$ cat config.mk
export PLATFORM = sky130hd
export DESIGN_NAME = core_scheduler
export DESIGN_NICKNAME = d
export VERILOG_FILES = /design/src/rtl/core_scheduler_pkg.sv /design/src/rtl/sched_timeout_ctr.sv /design/src/rtl/core_scheduler.sv
export SDC_FILE = /design/constraint.sdc
export NUM_CORES = 1
export LEC_CHECK = 0
export BUFFER_PORTS_ARGS = -buffer_cell sky130_fd_sc_hd__buf_2
export CAP_MARGIN = 10
export CORE_ASPECT_RATIO = 0.5
export CORE_MARGIN = 2
export CORE_UTILIZATION = 45
export CTS_CLUSTER_SIZE = 8
export DETAILED_ROUTE_END_ITERATION = 8
export HOLD_SLACK_MARGIN = 0.05
export PLACE_DENSITY = 0.7
export SLEW_MARGIN = 15
export SYNTH_ARGS = -nofsm -noshare
export SYNTH_HDL_FRONTEND = slang
export SYNTH_HIERARCHICAL = 1
export SYNTH_SLANG_ARGS = --single-unit
$ cat constraint.sdc
create_clock -name clk -period 4.4 [get_ports clk]
set_input_delay 0.66 -clock clk [delete_from_list [all_inputs] [get_ports clk]]
set_output_delay 0.66 -clock clk [all_outputs]
set_load 0.03 [all_outputs]
$ cat src/rtl/core_scheduler_pkg.sv
`default_nettype none
// ============================================================================
// Module   : core_scheduler_pkg
// Purpose  : Phase encoding and default core count for the core scheduler.
// Revision : 1.0
// ============================================================================
package core_scheduler_pkg;

    // Phase codes are also decoded by the GPIO status block.
    typedef enum logic [1:0] {
        IDLE          = 2'd0,
        START_CORES   = 2'd1,
        WAIT_FOR_DONE = 2'd2,
        DONE_STATE    = 2'd3
    } phase_e;

    localparam int DEFAULT_NUM_CORES = 4;

endpackage
`default_nettype wire

$ cat src/rtl/sched_timeout_ctr.sv
`default_nettype none
// ============================================================================
// Module   : sched_timeout_ctr
// Purpose  : Saturating wait-cycle counter flagging the last permitted cycle.
// Revision : 1.0
// ============================================================================
module sched_timeout_ctr #(
    parameter int                   TIMEOUT_W      = 16,
    parameter logic [TIMEOUT_W-1:0] TIMEOUT_CYCLES = 16'd50000
) (
    input  logic clk,
    input  logic rst_n,
    input  logic i_clr,
    input  logic i_en,
    output logic o_expired
);

    localparam logic [TIMEOUT_W-1:0] c_ONE  = {{(TIMEOUT_W-1){1'b0}}, 1'b1};
    localparam logic [TIMEOUT_W-1:0] c_MAX  = '1;
    localparam logic [TIMEOUT_W-1:0] c_LAST = TIMEOUT_CYCLES - c_ONE;

    logic [TIMEOUT_W-1:0] r_count;

    always_ff @(posedge clk or negedge rst_n) begin
        if (!rst_n) begin
            r_count <= '0;
        end else if (i_clr) begin
            r_count <= '0;
        end else if (i_en && (r_count != c_MAX)) begin
            r_count <= r_count + c_ONE;
        end
    end

    // A zero limit disables the timeout entirely.
    assign o_expired = (TIMEOUT_CYCLES != '0) && i_en && (r_count == c_LAST);

endmodule
`default_nettype wire

$ cat src/rtl/core_scheduler.sv
`default_nettype none
// ============================================================================
// Module   : core_scheduler
// Purpose  : Launches a masked set of cores, gathers done, detects timeout.
// Revision : 1.0
// ============================================================================
module core_scheduler
    import core_scheduler_pkg::*;
#(
    parameter int                   NUM_CORES      = DEFAULT_NUM_CORES,
    parameter int                   TIMEOUT_W      = 16,
    parameter logic [TIMEOUT_W-1:0] TIMEOUT_CYCLES = 16'd50000
) (
    input  logic                 clk,
    input  logic                 rst_n,
    input  logic                 start,
    input  logic [NUM_CORES-1:0] core_mask,
    input  logic                 ack,
    input  logic [NUM_CORES-1:0] core_done,
    output logic [NUM_CORES-1:0] core_start,
    output logic [1:0]           phase,
    output logic                 busy,
    output logic [NUM_CORES-1:0] done_mask,
    output logic                 all_done,
    output logic                 timeout_err
);

    phase_e               r_state,       w_state_nxt;
    logic [NUM_CORES-1:0] r_active,      w_active_nxt;
    logic [NUM_CORES-1:0] r_core_start,  w_core_start_nxt;
    logic [NUM_CORES-1:0] r_done_mask,   w_done_mask_nxt;
    logic                 r_busy,        w_busy_nxt;
    logic                 r_all_done,    w_all_done_nxt;
    logic                 r_timeout_err, w_timeout_err_nxt;
    logic [NUM_CORES-1:0] w_seen;
    logic                 w_in_wait;
    logic                 w_expired;

    assign w_seen    = r_done_mask | (core_done & r_active);
    assign w_in_wait = (r_state == WAIT_FOR_DONE);

    sched_timeout_ctr #(
        .TIMEOUT_W      (TIMEOUT_W),
        .TIMEOUT_CYCLES (TIMEOUT_CYCLES)
    ) u_timeout_ctr (
        .clk       (clk),
        .rst_n     (rst_n),
        .i_clr     (!w_in_wait),
        .i_en      (w_in_wait),
        .o_expired (w_expired)
    );

    always_comb begin
        w_state_nxt       = r_state;
        w_active_nxt      = r_active;
        w_core_start_nxt  = '0;
        w_done_mask_nxt   = r_done_mask;
        w_busy_nxt        = 1'b0;
        w_all_done_nxt    = 1'b0;
        w_timeout_err_nxt = r_timeout_err;
        case (r_state)
            IDLE: begin
                if (start && (|core_mask)) begin
                    w_state_nxt       = START_CORES;
                    w_active_nxt      = core_mask;
                    w_done_mask_nxt   = '0;
                    w_timeout_err_nxt = 1'b0;
                    w_core_start_nxt  = core_mask;
                    w_busy_nxt        = 1'b1;
                end
            end
            START_CORES: begin
                w_state_nxt     = WAIT_FOR_DONE;
                w_done_mask_nxt = w_seen;
                w_busy_nxt      = 1'b1;
            end
            WAIT_FOR_DONE: begin
                w_done_mask_nxt = w_seen;
                w_busy_nxt      = 1'b1;
                // Completion takes priority over a coincident timeout.
                if (w_seen == r_active) begin
                    w_state_nxt    = DONE_STATE;
                    w_all_done_nxt = 1'b1;
                    w_busy_nxt     = 1'b0;
                end else if (w_expired) begin
                    w_state_nxt       = DONE_STATE;
                    w_timeout_err_nxt = 1'b1;
                    w_busy_nxt        = 1'b0;
                end
            end
            DONE_STATE: begin
                if (ack) begin
                    w_state_nxt = IDLE;
                end
            end
            default: begin
                w_state_nxt = IDLE;
            end
        endcase
    end

    always_ff @(posedge clk or negedge rst_n) begin
        if (!rst_n) begin
            r_state       <= IDLE;
            r_active      <= '0;
            r_core_start  <= '0;
            r_done_mask   <= '0;
            r_busy        <= 1'b0;
            r_all_done    <= 1'b0;
            r_timeout_err <= 1'b0;
        end else begin
            r_state       <= w_state_nxt;
            r_active      <= w_active_nxt;
            r_core_start  <= w_core_start_nxt;
            r_done_mask   <= w_done_mask_nxt;
            r_busy        <= w_busy_nxt;
            r_all_done    <= w_all_done_nxt;
            r_timeout_err <= w_timeout_err_nxt;
        end
    end

    assign phase       = r_state;
    assign core_start  = r_core_start;
    assign busy        = r_busy;
    assign done_mask   = r_done_mask;
    assign all_done    = r_all_done;
    assign timeout_err = r_timeout_err;

endmodule
`default_nettype wire

* Word level (Yosys, flattened, before mapping) *
Index checks and enable logic that the tools add are counted.

word-level totals
  output and inout port bits = 13
  logic and storage cells = 56
  input port bits = 12
  register bits = 33

cells by class
  bitwise logic cells = 2
  reduce and logical (&&, ||, !) cells = 12
  muxes and demuxes = 21
  $add $sub $neg = 1
  equal/unequal tests = 12

operators with widths
  kind                     count
  $mux W16                 2
  $add A16 B1 Y16 const B  1
  $eq A16 B16 Y1 const B   1
  $ne A16 B16 Y1 const B   1
  $mux W4                  3
  $ne A2 B2 Y1 const B     5
  $mux W1                  8
  $mux W2                  4
  $pmux W2 S4              1
  $pmux W4 S2              1
  $and A4 B4 Y4            1
  $eq A2 B2 Y1 const B     2
  $eq A4 B4 Y1             1
  $or A4 B4 Y4             1
  $reduce_and A2 Y1        2
  $reduce_and A4 Y1        1
  $reduce_bool A2 Y1       2
  $reduce_or A4 Y1         1
  $logic_and A1 B1 Y1      3
  $ne A3 B3 Y1 const B     1
  $pmux W1 S3              1
  $reduce_and A3 Y1        1
  $eq A2 B1 Y1 const B     1
  $logic_not A2 Y1         1
  2 further kinds          2

* Longest topological paths before layout *
Gate-level depths: netlist of run 1.

  depth in word-level cells = 5
  depth in mapped cells = 7
  mapped depth without buffers = 7

* Hierarchy *
The synthesis of run 1 kept the hierarchy.

modules (own cells, without submodules)
  module             times used  seq. area each (sq um)  area an instance (sq um)  cells each
  sched_timeout_ctr  1           400.4                   924.6                     97
  core_scheduler     1           425.4                   862.1                     75

* Least setup slack after synthesis of run 1 *
OpenSTA, ideal clock, no wires.

  path type = reg2reg
  start point = register r_state[0], in the netlist phase[0]
  end point = register u_timeout_ctr.r_count[9]
  clock period less this slack = 1.947 ns
  library setup time = 0.078 ns
  stages on the path, launching flop included = 7
  required time = 4.322 ns
  arrival time = 1.869 ns
  path buffers = 0
  slack = 2.453 ns
  cell sequence = dfrtp_1 inv_1 ha_1 and4_1 nand3_1 or4_1 a21oi_1

between the ends
  word-level cells in the longest chain between the ends = 3
  elaborated cells between the ends (all ways) = 4
  classes of those cells = 2 x eq/ne; 1 x mux; 1 x reduce/logical

ends and longest elaborated chain
  item                    line                     source
  start, declared         core_scheduler.sv:28     phase_e r_state, w_state_nxt;
  start signal, assigned  core_scheduler.sv:112    r_state <= w_state_nxt;
  $eq A2 B2 Y1 *          core_scheduler.sv:40     assign w_in_wait = (r_state == WAIT_FOR_DONE);
  via w_in_wait           core_scheduler.sv:36     logic w_in_wait;
  $logic_and A1 B1 Y1     sched_timeout_ctr.sv:29  end else if (i_en && (r_count != c_MAX)) begin
  $ne A2 B2 Y1 (no line)  -
  end signal, assigned    sched_timeout_ctr.sv:30  r_count <= r_count + c_ONE;
  end, declared           sched_timeout_ctr.sv:22  logic [TIMEOUT_W-1:0] r_count;

The timed path passes the listed nets; every way through them passes the cells marked *.
A chain may end at the register's enable or synchronous reset.

* Worst setup path after layout of run 1 *
  start point = register r_state[0], in the netlist phase[0]
  end point = register r_state[1], in the netlist phase[1]

between the ends
  word-level cells in the longest chain between the ends = 4
  elaborated cells between the ends (all ways) = 10
  classes of those cells = 6 x eq/ne; 1 x mux; 3 x reduce/logical

ends and longest elaborated chain
  item                         line                     source
  $eq A2 B2 Y1                 core_scheduler.sv:40
  via w_in_wait                core_scheduler.sv:36
  $logic_and A1 B1 Y1          sched_timeout_ctr.sv:35  assign o_expired = (TIMEOUT_CYCLES != '0) && i_en && (r_count == c_LAST);
  via w_expired                core_scheduler.sv:37     logic w_expired;
  $ne A3 B3 Y1 (no line)       -
  $reduce_and A3 Y1 (no line)  -

The timed path passes the listed nets, and every way through them passes these cells.

==> reports/qor.csv, run 1 <==
stage,metric,value,unit
timing,Max Transition Viols Final,0,
status,status,completed,
finish,"commonest non-fill, non-tap cell in the layout",dfrtp_1,
timing,Slew @ Worst Pin,0.744,ns
logic_synthesis,Post-Syn Nets,189,
critical_path,worst r2r path cells,7,
logic_synthesis,Yosys top cell area share,46.2,%
placed_design,I/O Buffers,24,
finish,"commonest cells after routing, fill and taps aside","33 x dfrtp_1, 24 x buf_2, 12 x a21oi_1",
logic_synthesis,synth top area cells,"dfrtp_1 46%, ha_1 3.5%, a21oi_1 3.4%",
timing,Max Clock Freq,467,MHz
logic_synthesis,synthesized flop and latch total,33,
placed_design,DPL Wire Length,2.74,mm
finish,Final Cell Area,2070,sq um
finish,fill count,356,
route,routed len/inst,14.6,um
route,initial DRC count,92,
route,vias,1502,
global_routing,largest net degree at the start of global routing,34,
critical_path,Crit Path Max Fanout,11,
global_routing,first-pass GRT wire length,6.69,mm
critical_path,CP startpoint,phase[0],
cts,post-cts sizing count,0,
floorplan,io pins,25,
cts,root buf cell,clkbuf_8,
cts,clock sink count,33,
floorplan,die area,4520,sq um
run,maxcap violations,0,
logic_synthesis,predominant post-synthesis flop cell,dfrtp_1,
critical_path,CP Launch Type,flip-flop,
logic_synthesis,syn_area_per_cell,10.4,sq um
placed_design,RD Place Congestion,0.804,
floorplan,CORE AREA,3860,sq um
cts,Worst-Skew Late Latency,0.28,ns
placed_design,placed instance area,1970,sq um
finish,fin nets,219,
cts,CTS tree,built,
floorplan,Initial Utilization,46.2,%
cts,Max clock buf depth,2,
critical_path,crit path kind,flip-flop to flip-flop,
timing,post-route setup TNS,0,ns
finish,Layout area overhead,16.0,%
route,1st-pass router iterations,4,
logic_synthesis,sequential share of the synthesized area,46.2,%
cts,Clock Pin Slew Worst Setup and Hold Paths,0.07,ns
logic_synthesis,Cells after Synth,172,
logic_synthesis,synthesis warning total,6,
route,final WL,3.76,mm
cts,Post-CTS Setup Bufs,0,
floorplan,DIE WIDTH,93.1,um
timing,"Setup violations, final",0,
timing,max_slew headroom,50.4,%
global_routing,number of global-route vias before repair,1421,
logic_synthesis,post-synthesis instance area,1790,sq um
logic_synthesis,Post-synth ARST share,100,%
hold_path,Hold Path Class,input port to asynchronous set/reset pin,
global_routing,initial antenna violation count,0,
critical_path,reg-to-reg endpoint,phase[1],
finish,share of layout cells above drive strength 1,22.7,%
critical_path,Worst EP required,4.56,ns
pwr,leakage power total,0.945,nW
finish,diode count,0,
logic_synthesis,"Distinct cells, synth",45,
floorplan,Die Height,48.6,um
pwr,Worst VDD drop,0.301,mV
route,DRC violations left,0,
route,via/cell ratio,5.84,
pwr,Total Power,1.13,mW
global_routing,Overflow after GRT,0,
timing,Final Skew,0.00402,ns
cts,H-Tree Depth,2,
timing,Final Critical Period,2.14,ns
logic_synthesis,largest area contributor in the synthesized netlist,dfrtp_1,
critical_path,CP endpoint kind,flip-flop,
critical_path,launching point of the worst reg2reg path,phase[0],
floorplan,num rows,16,
timing,Final period util,48.7,%
cts,CTS buffer count,5,
timing,RSZ-0062 raised after global routing,no,
cts,cts hold-fix bufs,0,
critical_path,r2r setup slk,2.26,ns
pwr,pwr dens,547,nW/um^2
route,ANT nets after route,0,
timing,Hold Fails Final Rpt,0,
critical_path,CP endpoint,phase[1],
critical_path,worst path arrival time,2.30,ns
global_routing,GRT Total Usage,18.6,%
logic_synthesis,Post-synth EDFFs,0,
[routing by layer]
metal / GRT usage, % / share of wire [%]
met5: 0 / 0
met4: 4.90 / 0
met3: 4.83 / 4.2
met2: 30.6 / 49
met1: 24.7 / 46
[critical path, cell delays in order, from the launching register on]
cell and delay (ns):
dfrtp_1 0.43, inv_1 0.12, ha_1 0.38, nand4_1 0.19, nor4_1 0.46, nand2b_1 0.22, a311o_1 0.15, o211ai_2 0.08
[Yosys cell counts (2+ instances only)]
library cell,count
or3_1,5
ha_1,5
inv_2,2
nor4_1,3
dfrtp_1,33
o21ai_0,4
o31ai_1,5
a31oi_1,8
nor2b_1,6
a21oi_1,12
mux2_2,2
inv_1,9
and4_1,4
nand2b_1,3
nand3_1,7
and3_1,5
nand2_1,10
nor3b_1,2
nor2_1,10
or4_1,5
a21o_1,4
nand4_1,5
[registers in the layout, summed over array words and instances (netlist names)]
signal,cells
busy,1
core_start,4
u_timeout_ctr/r_count,16
all_done,1
timeout_err,1
done_mask,4
phase,2
r_active,4
[logic make-up (layout without fill, tap and decap cells)]
group                    count (synthesis)  in the layout  synth area share [%]
AND/OR/NAND/NOR                         71             71                  24.5
AO/OA/AOI/OAI                           48             48                  21.4
flip-flops                              33             33                  46.2
buffers and inverters                   12             43                  2.52
adder cells (fa/ha/maj)                  5              5                  3.50
multiplexers                             3              3                  1.82
[worst min-delay path by stage]
stage / end / start
after global routing: done_mask[0] / rst_n
after detailed placement: r_active[0] / r_active[0]
after global placement: done_mask[0] / done_mask[0]
after CTS: done_mask[0] / rst_n
after floorplan: all_done / rst_n
final: r_active[3] / rst_n
[layout make-up]
cell class              instances  area [sq um]  share of cell area [%]
repair buffers                 24           120                    5.80
flip-flops and latches         33           826                    39.9
clock inverters                 1          5.00                   0.242
clock buffers                   7          96.3                    4.65
well taps                      54          67.6                    3.26
multi-input cells             127           916                    44.2
inverters                      11          41.3                    1.99
[where the power goes]
part | switching (mW) | internal (mW)
registers | 0.0513 | 0.362
logic | 0.294 | 0.174
clock network | 0.110 | 0.141
[per-stage QoR]
stage	hold slack [ns]	utilization, %	std cells	worst slack, ns
after floorplan	0.364	-	172	2.45
after global placement	0.520	51.0	249	2.44
after detailed placement	0.526	51.0	249	2.31
after CTS	0.457	53.6	257	2.29
after global routing	0.501	53.6	257	2.01
final	0.445	53.6	257	2.26
Note: power is estimated with default switching activity, not from simulation.
==> run 2: changes to the inputs <==
Settings changed: ABC_AREA set to 1.
Clock period 4.4 ns to 2 ns, I/O delays scaled along.
==> run 2 against run 1 <==
Sequential power grew 120%. First-iteration DRC count grew 27%. Largest cell class unchanged. Clock power grew 120%. Critical endpoint is now timeout_err. Count of clock-buffer cells in the layout is the same. Sequential cell count is the same. Wire length grew 14%. Critical path type unchanged. Final cell count grew 39%. Die area grew 7.5%. Highest routed layer is now met4. Critical path depth grew 4. Design area grew 7.5%. Register-to-register slack lost 2.0 ns. Setup slack lost 2.0 ns.
==> reports/qor.csv, run 2 <==
stage,metric,value,unit,change
logic_synthesis,Post-Syn Nets,286,,+51%
critical_path,worst path arrival time,1.95,ns,-0.35 ns
logic_synthesis,synthesized flop and latch total,33,,unchanged
pwr,Worst VDD drop,0.380,mV,+26%
route,DRC violations left,0,,unchanged
finish,most flop-heavy register,u_timeout_ctr/r_count,,
route,via/cell ratio,4.90,,-16%
global_routing,Overflow after GRT,0,,unchanged
route,ANT nets after route,0,,unchanged
timing,RSZ-0062 raised after global routing,no,,
timing,Slew @ Worst Pin,0.730,ns,-0.0140 ns
logic_synthesis,Cells after Synth,269,,+56%
cts,Post-CTS Setup Bufs,0,,unchanged
floorplan,num rows,16,,unchanged
cts,post-cts sizing count,0,,unchanged
finish,Layout area overhead,15.5,%,
finish,diode count,0,,unchanged
global_routing,first-pass GRT wire length,7.58,mm,+13%
logic_synthesis,sequential share of the synthesized area,42.8,%,-3.4 points
critical_path,Crit Path Max Fanout,5,,-6
pwr,sw frac,44.1,%,+3.9 points
logic_synthesis,"count leader, synth",nand2_1,,
logic_synthesis,largest area contributor in the synthesized netlist,dfrtp_1,,
critical_path,Worst Path Buf+Inv,2,,+1
cts,cts hold-fix bufs,0,,unchanged
pwr,clock power share,20.8,%,-1.4 points
floorplan,DIE WIDTH,96.6,um,+3.7%
critical_path,CP endpoint kind,flip-flop,,
cts,root buf cell,clkbuf_8,,
floorplan,die area,4860,sq um,+7.5%
timing,Max Transition Viols Final,0,,unchanged
floorplan,Die Height,50.3,um,+3.6%
logic_synthesis,synthesis warning total,6,,unchanged
pwr,leakage power total,1.17,nW,+24%
timing,Max Clock Freq,566,MHz,+21%
logic_synthesis,Yosys top cell area share,42.8,%,-3.4 points
cts,CTS buffer count,5,,unchanged
floorplan,io pins,25,,unchanged
critical_path,CP endpoint,timeout_err,,
global_routing,initial antenna violation count,0,,unchanged
finish,Layout Cells excl Fill,356,,+39%
timing,post-route setup TNS,0,ns,unchanged
pwr,Total Power,2.66,mW,+130%
route,routed len/inst,12.0,um,-18%
critical_path,CP startpoint,phase[0],,
placed_design,I/O Buffers,24,,unchanged
finish,fin nets,318,,+45%
global_routing,largest net degree at the start of global routing,34,,unchanged
finish,"commonest cells after routing, fill and taps aside","79 x nand2_1, 37 x inv_1, 33 x dfrtp_1",,
route,vias,1745,,+16%
timing,Hold Fails Final Rpt,0,,unchanged
critical_path,Worst EP required,2.18,ns,-2.38 ns
cts,clock sink count,33,,unchanged
critical_path,reg-to-reg endpoint,timeout_err,,
global_routing,GRT Total Usage,19.7,%,+1.1 points
critical_path,CP top delay family,simple AND/OR/NAND/NOR gates,,
run,maxcap violations,0,,unchanged
timing,Final Skew,0.00512,ns,+0.00110 ns
global_routing,number of global-route vias before repair,1707,,+20%
route,final WL,4.29,mm,+14%
critical_path,worst r2r path cells,11,,+4
logic_synthesis,Post-synth ARST share,100,%,unchanged
finish,Largest register FFs,16,,unchanged
floorplan,CORE AREA,4000,sq um,+3.6%
logic_synthesis,post-synthesis instance area,1930,sq um,+8.0%
route,initial DRC count,117,,+27%
critical_path,CP Cell Sequence,inv_1 > ha_1 > inv_1 > nor4_1 > nand3_1 > nor3_1 > o21ai_0 > a21oi_1 > nand2_1 > nand2_1 > nand2_1,,
critical_path,launching point of the worst reg2reg path,phase[0],,
status,status,completed,,
critical_path,CP Launch Type,flip-flop,,
critical_path,r2r setup slk,0.23,ns,-2.02 ns
pwr,Comb pwr share,45.3,%,+4.0 points
pwr,Int Power,1.49,mW,+120%
finish,share of layout cells above drive strength 1,17.5,%,-5.1 points
pwr,pwr dens,1190,nW/um^2,+120%
logic_synthesis,predominant post-synthesis flop cell,dfrtp_1,,
cts,Clock Pin Slew Worst Setup and Hold Paths,0.07,ns,about the same
logic_synthesis,syn_area_per_cell,7.17,sq um,-31%
hold_path,Hold Path Class,input port to asynchronous set/reset pin,,
pwr,sw power,1.17,mW,+160%
critical_path,Worst path max stage delay,0.42,ns,-0.04 ns
logic_synthesis,synth top area cells,"dfrtp_1 43%, nand2_1 15%, nand3_1 7.5%",,
cts,CTS tree,built,,
route,1st-pass router iterations,4,,unchanged
critical_path,CP max-delay cell,dfrtp_1,,
placed_design,placed cells,348,,+40%
floorplan,Initial Utilization,48.2,%,+1.9 points
cts,H-Tree Depth,2,,unchanged
timing,max_slew headroom,51.4,%,+0.94 points
timing,final hold slack,0.0699,ns,-0.375 ns
timing,"Setup violations, final",0,,unchanged
logic_synthesis,Post-synth EDFFs,0,,unchanged
finish,"commonest non-fill, non-tap cell in the layout",nand2_1,,
pwr,register share of total power,33.9,%,-2.5 points
placed_design,DPL Wire Length,3.15,mm,+15%
placed_design,RD Place Congestion,0.936,,+16%
logic_synthesis,"Distinct cells, synth",25,,-44%
timing,Final Critical Period,1.77,ns,-0.376 ns
critical_path,Levels on crit path,11,,+4
cts,Worst-Skew Late Latency,0.29,ns,about the same
cts,Max clock buf depth,2,,unchanged
critical_path,crit path kind,flip-flop to flip-flop,,
timing,Final period util,88.3,%,+40 points
critical_path,cell mode on critical path,nand2_1,,
logic_synthesis,Post-synth top cells,"79 x nand2_1, 37 x inv_1, 33 x dfrtp_1",,
## run 2: stage by stage
stage | worst slack, ns | area [sq um] | utilization [%]
after floorplan | 0.152 | 1930 | -
after global placement | 0.329 | 2130 | 53.1
after detailed placement | 0.239 | 2130 | 53.1
after CTS | 0.226 | 2230 | 55.7
after global routing | 0.0507 | 2230 | 55.7
final | 0.233 | 2230 | 55.7
## run 2: area by class of cell
cell class                 instances  area, sq um
clock buffer                       7         96.3
timing repair buffer              28          150
inverter                          41          154
multi-input combinational        192          930
clock inverter                     1         5.00
fill                             376         1780
tap                               54         67.6
sequential                        33          826
## run 2: cells by family (layout without fill, tap and decap cells)
kind of cell             after synthesis  count (layout)  synth area share, %
flip-flops                            33              33                 42.8
AND/OR/NAND/NOR                      158             158                 36.4
XOR/XNOR                               4               4                 1.82
buffers and inverters                 44              77                 9.01
adder cells (fa/ha/maj)                5               5                 3.24
AO/OA/AOI/OAI                         25              25                 6.74
## run 2: per-layer routing
metal  up-vias  share of wire [%]  GRT usage [%]  routed length (um)
met3         9                5.4           5.57                 233
met1       793                 48           24.8                2050
li1        902                  -              -                   -
met5         -                  0              0                   0
met2        41                 45           32.3                1940
met4         0                1.6           8.45                  70
## run 2: power by group through the flow
stage          Clock (mW)  Combinational (mW)  Sequential [mW]
2_1_floorplan           0               0.710             1.06
3_3_place_gp            0                1.17            0.902
3_5_place_dp            0                1.19            0.911
4_1_cts             0.577                1.21            0.899
5_1_grt             0.594                1.35            0.921
6_report            0.552                1.20            0.901
## run 2: worst min path at each step
stage               cells past startpoint  start  slack, ns                        to
floorplan                               0  rst_n      0.004                  all_done
global placement                        1  rst_n       0.40  u_timeout_ctr/r_count[1]
detailed placement                      1  rst_n       0.40  u_timeout_ctr/r_count[0]
CTS                                     1  rst_n       0.09  u_timeout_ctr/r_count[7]
global route                            1  rst_n       0.12  u_timeout_ctr/r_count[0]
finish                                  1  rst_n       0.07              done_mask[1]
==> run 3: changes to the inputs <==
Settings changed: ABC_AREA 1 to unset.
Clock period 2 ns to 2.3 ns, I/O delays scaled along.
==> run 3 against run 2 <==
Global-route usage fell by 1.7 points. Critical path type unchanged. Utilization shrank 0.99 points. Sequential share of layout area is 2.0 points higher. Setup slack got worse by 0.073 ns. Design area shrank 5.2%. Sequential cell count unchanged. Highest routed layer unchanged. Fmax is 17% lower. Via count decreased by 15%. Register-to-register slack lost 0.07 ns. Die area down 7.0%. Clock skew down 0.0016 ns.
==> reports/qor.csv, run 3 (synthesis gave the netlist of run 1 again) <==
stage,metric,value,unit,change
timing,"Setup violations, final",0,,unchanged
timing,Final Critical Period,2.14,ns,+0.373 ns
route,routed len/inst,14.7,um,+22%
floorplan,num rows,16,,unchanged
floorplan,die area,4520,sq um,-7.0%
floorplan,CORE AREA,3860,sq um,-3.5%
cts,Max clock buf depth,2,,unchanged
finish,Final Util,54.7,%,-0.99 points
run,maxcap violations,0,,unchanged
timing,RSZ-0062 raised after global routing,no,,
global_routing,largest net degree at the start of global routing,34,,unchanged
critical_path,worst path arrival time,2.35,ns,+0.40 ns
global_routing,number of global-route vias before repair,1370,,-20%
timing,Max Clock Freq,467,MHz,-17%
floorplan,DIE WIDTH,93.1,um,-3.6%
cts,Worst-Skew Late Latency,0.28,ns,about the same
pwr,pwr dens,1120,nW/um^2,-6.4%
floorplan,Initial Utilization,46.2,%,-1.9 points
timing,post-route setup TNS,0,ns,unchanged
finish,Layout area overhead,18.2,%,
route,ANT nets after route,0,,unchanged
route,1st-pass router iterations,4,,unchanged
critical_path,launching point of the worst reg2reg path,phase[0],,
route,vias,1485,,-15%
global_routing,GRT Total Usage,18.0,%,-1.7 points
critical_path,Crit Path Max Fanout,11,,+6
status,status,completed,,
timing,Max Transition Viols Final,0,,unchanged
placed_design,I/O Buffers,24,,unchanged
global_routing,initial antenna violation count,0,,unchanged
cts,cts hold-fix bufs,0,,unchanged
timing,Hold Fails Final Rpt,0,,unchanged
finish,Layout Cells excl Fill,258,,-28%
route,via/cell ratio,5.76,,+17%
finish,share of layout cells above drive strength 1,23.0,%,+5.5 points
finish,sequential standard cell area,826,sq um,unchanged
global_routing,first-pass GRT wire length,6.40,mm,-16%
cts,CTS buffer count,5,,unchanged
pwr,Worst VDD drop,0.631,mV,+66%
critical_path,CP Launch Type,flip-flop,,
cts,post-cts sizing count,0,,unchanged
cts,root buf cell,clkbuf_8,,
placed_design,DPL Wire Length,2.68,mm,-15%
critical_path,CP endpoint kind,flip-flop,,
finish,"commonest cells after routing, fill and taps aside","33 x dfrtp_1, 24 x buf_2, 12 x a21oi_1",,
hold_path,Hold Path Class,input port to asynchronous set/reset pin,,
floorplan,Die Height,48.6,um,-3.5%
finish,most flop-heavy register,u_timeout_ctr/r_count,,
placed_design,RD Place Congestion,0.813,,-13%
timing,Final Skew,0.00357,ns,-0.00155 ns
critical_path,Worst EP required,2.51,ns,+0.33 ns
pwr,Total Power,2.36,mW,-11%
placed_design,placed cells,250,,-28%
finish,diode count,0,,unchanged
route,final WL,3.79,mm,-12%
finish,"commonest non-fill, non-tap cell in the layout",dfrtp_1,,
route,initial DRC count,134,,+15%
cts,CTS tree,built,,
pwr,leakage power total,0.963,nW,-18%
global_routing,Overflow after GRT,0,,unchanged
cts,Post-CTS Setup Bufs,0,,unchanged
floorplan,io pins,25,,unchanged
finish,Largest register FFs,16,,unchanged
timing,Slew @ Worst Pin,0.758,ns,+0.0283 ns
critical_path,CP startpoint,phase[0],,
finish,fin nets,220,,-31%
finish,area occupied by multi-input gates,916,sq um,-1.5%
finish,fill count,320,,-15%
cts,clock sink count,33,,unchanged
cts,Clock Pin Slew Worst Setup and Hold Paths,0.07,ns,about the same
timing,Final period util,93.0,%,+4.7 points
route,DRC violations left,0,,unchanged
timing,max_slew headroom,49.5,%,-1.9 points
cts,H-Tree Depth,2,,unchanged
critical_path,crit path kind,flip-flop to flip-flop,,
## run 3: cell count changes in the layout (fill, tap and decap cells not counted), sizes merged, moves of 8 or more
cell	delta
nor2b	+8
a31oi	+8
nand3	-22
inv	-30
nor2	-23
nand2	-75
o21ai	-14
a21oi	+8
## run 3: final cells by class
class	instances	area share, %
multi-input combinational	127	43.4
sequential	33	39.1
timing repair buffer	25	6.04
clock buffer	5	3.26
tap	54	3.20
clock inverter	3	3.08
inverter	11	1.95
## run 3: path summary, 6_finish.rpt
check                      depth (start not counted)                       end  slack (ns)
hold reg to reg                                    1               r_active[0]        0.53
hold / removal                                     1             core_start[3]        0.12
setup reg to reg                                   7                  phase[1]        0.16
max in group asynchronous                          1  u_timeout_ctr/r_count[9]        1.69
setup / recovery                                   7                  phase[1]        0.16
min in group clk                                   3              done_mask[3]        0.32
## run 3: per-stage QoR
step	area (sq um)	hold WS, ns	worst slack [ns]
global placement	1980	0.449	0.334
detailed placement	1980	0.457	0.247
global route	2110	0.179	0.0106
floorplan	1790	0.0494	0.353
CTS	2110	0.147	0.212
finish	2110	0.121	0.160
## run 3: metal layers
layer / GRT usage, % / vias to the layer above / wire (um)
met5: 0 / - / 0
met4: 5.88 / 0 / 57
met3: 4.67 / 9 / 160
met2: 29.7 / 42 / 1830
met1: 23.2 / 714 / 1740
li1: - / 720 / -
## run 3: power by group
part	total (mW)	switching, mW	internal (mW)
Sequential	0.789	0.0976	0.691
Clock	0.655	0.225	0.431
Combinational	0.913	0.569	0.344
Total	2.36	0.891	1.47
## run 3: critical path: stages, from the launching register on
cell	delay, ns
dfrtp_1	0.43
inv_1	0.12
ha_1	0.38
nand4_1	0.18
nor4_1	0.46
nand2b_1	0.22
a31oi_1	0.08
o211ai_2	0.20
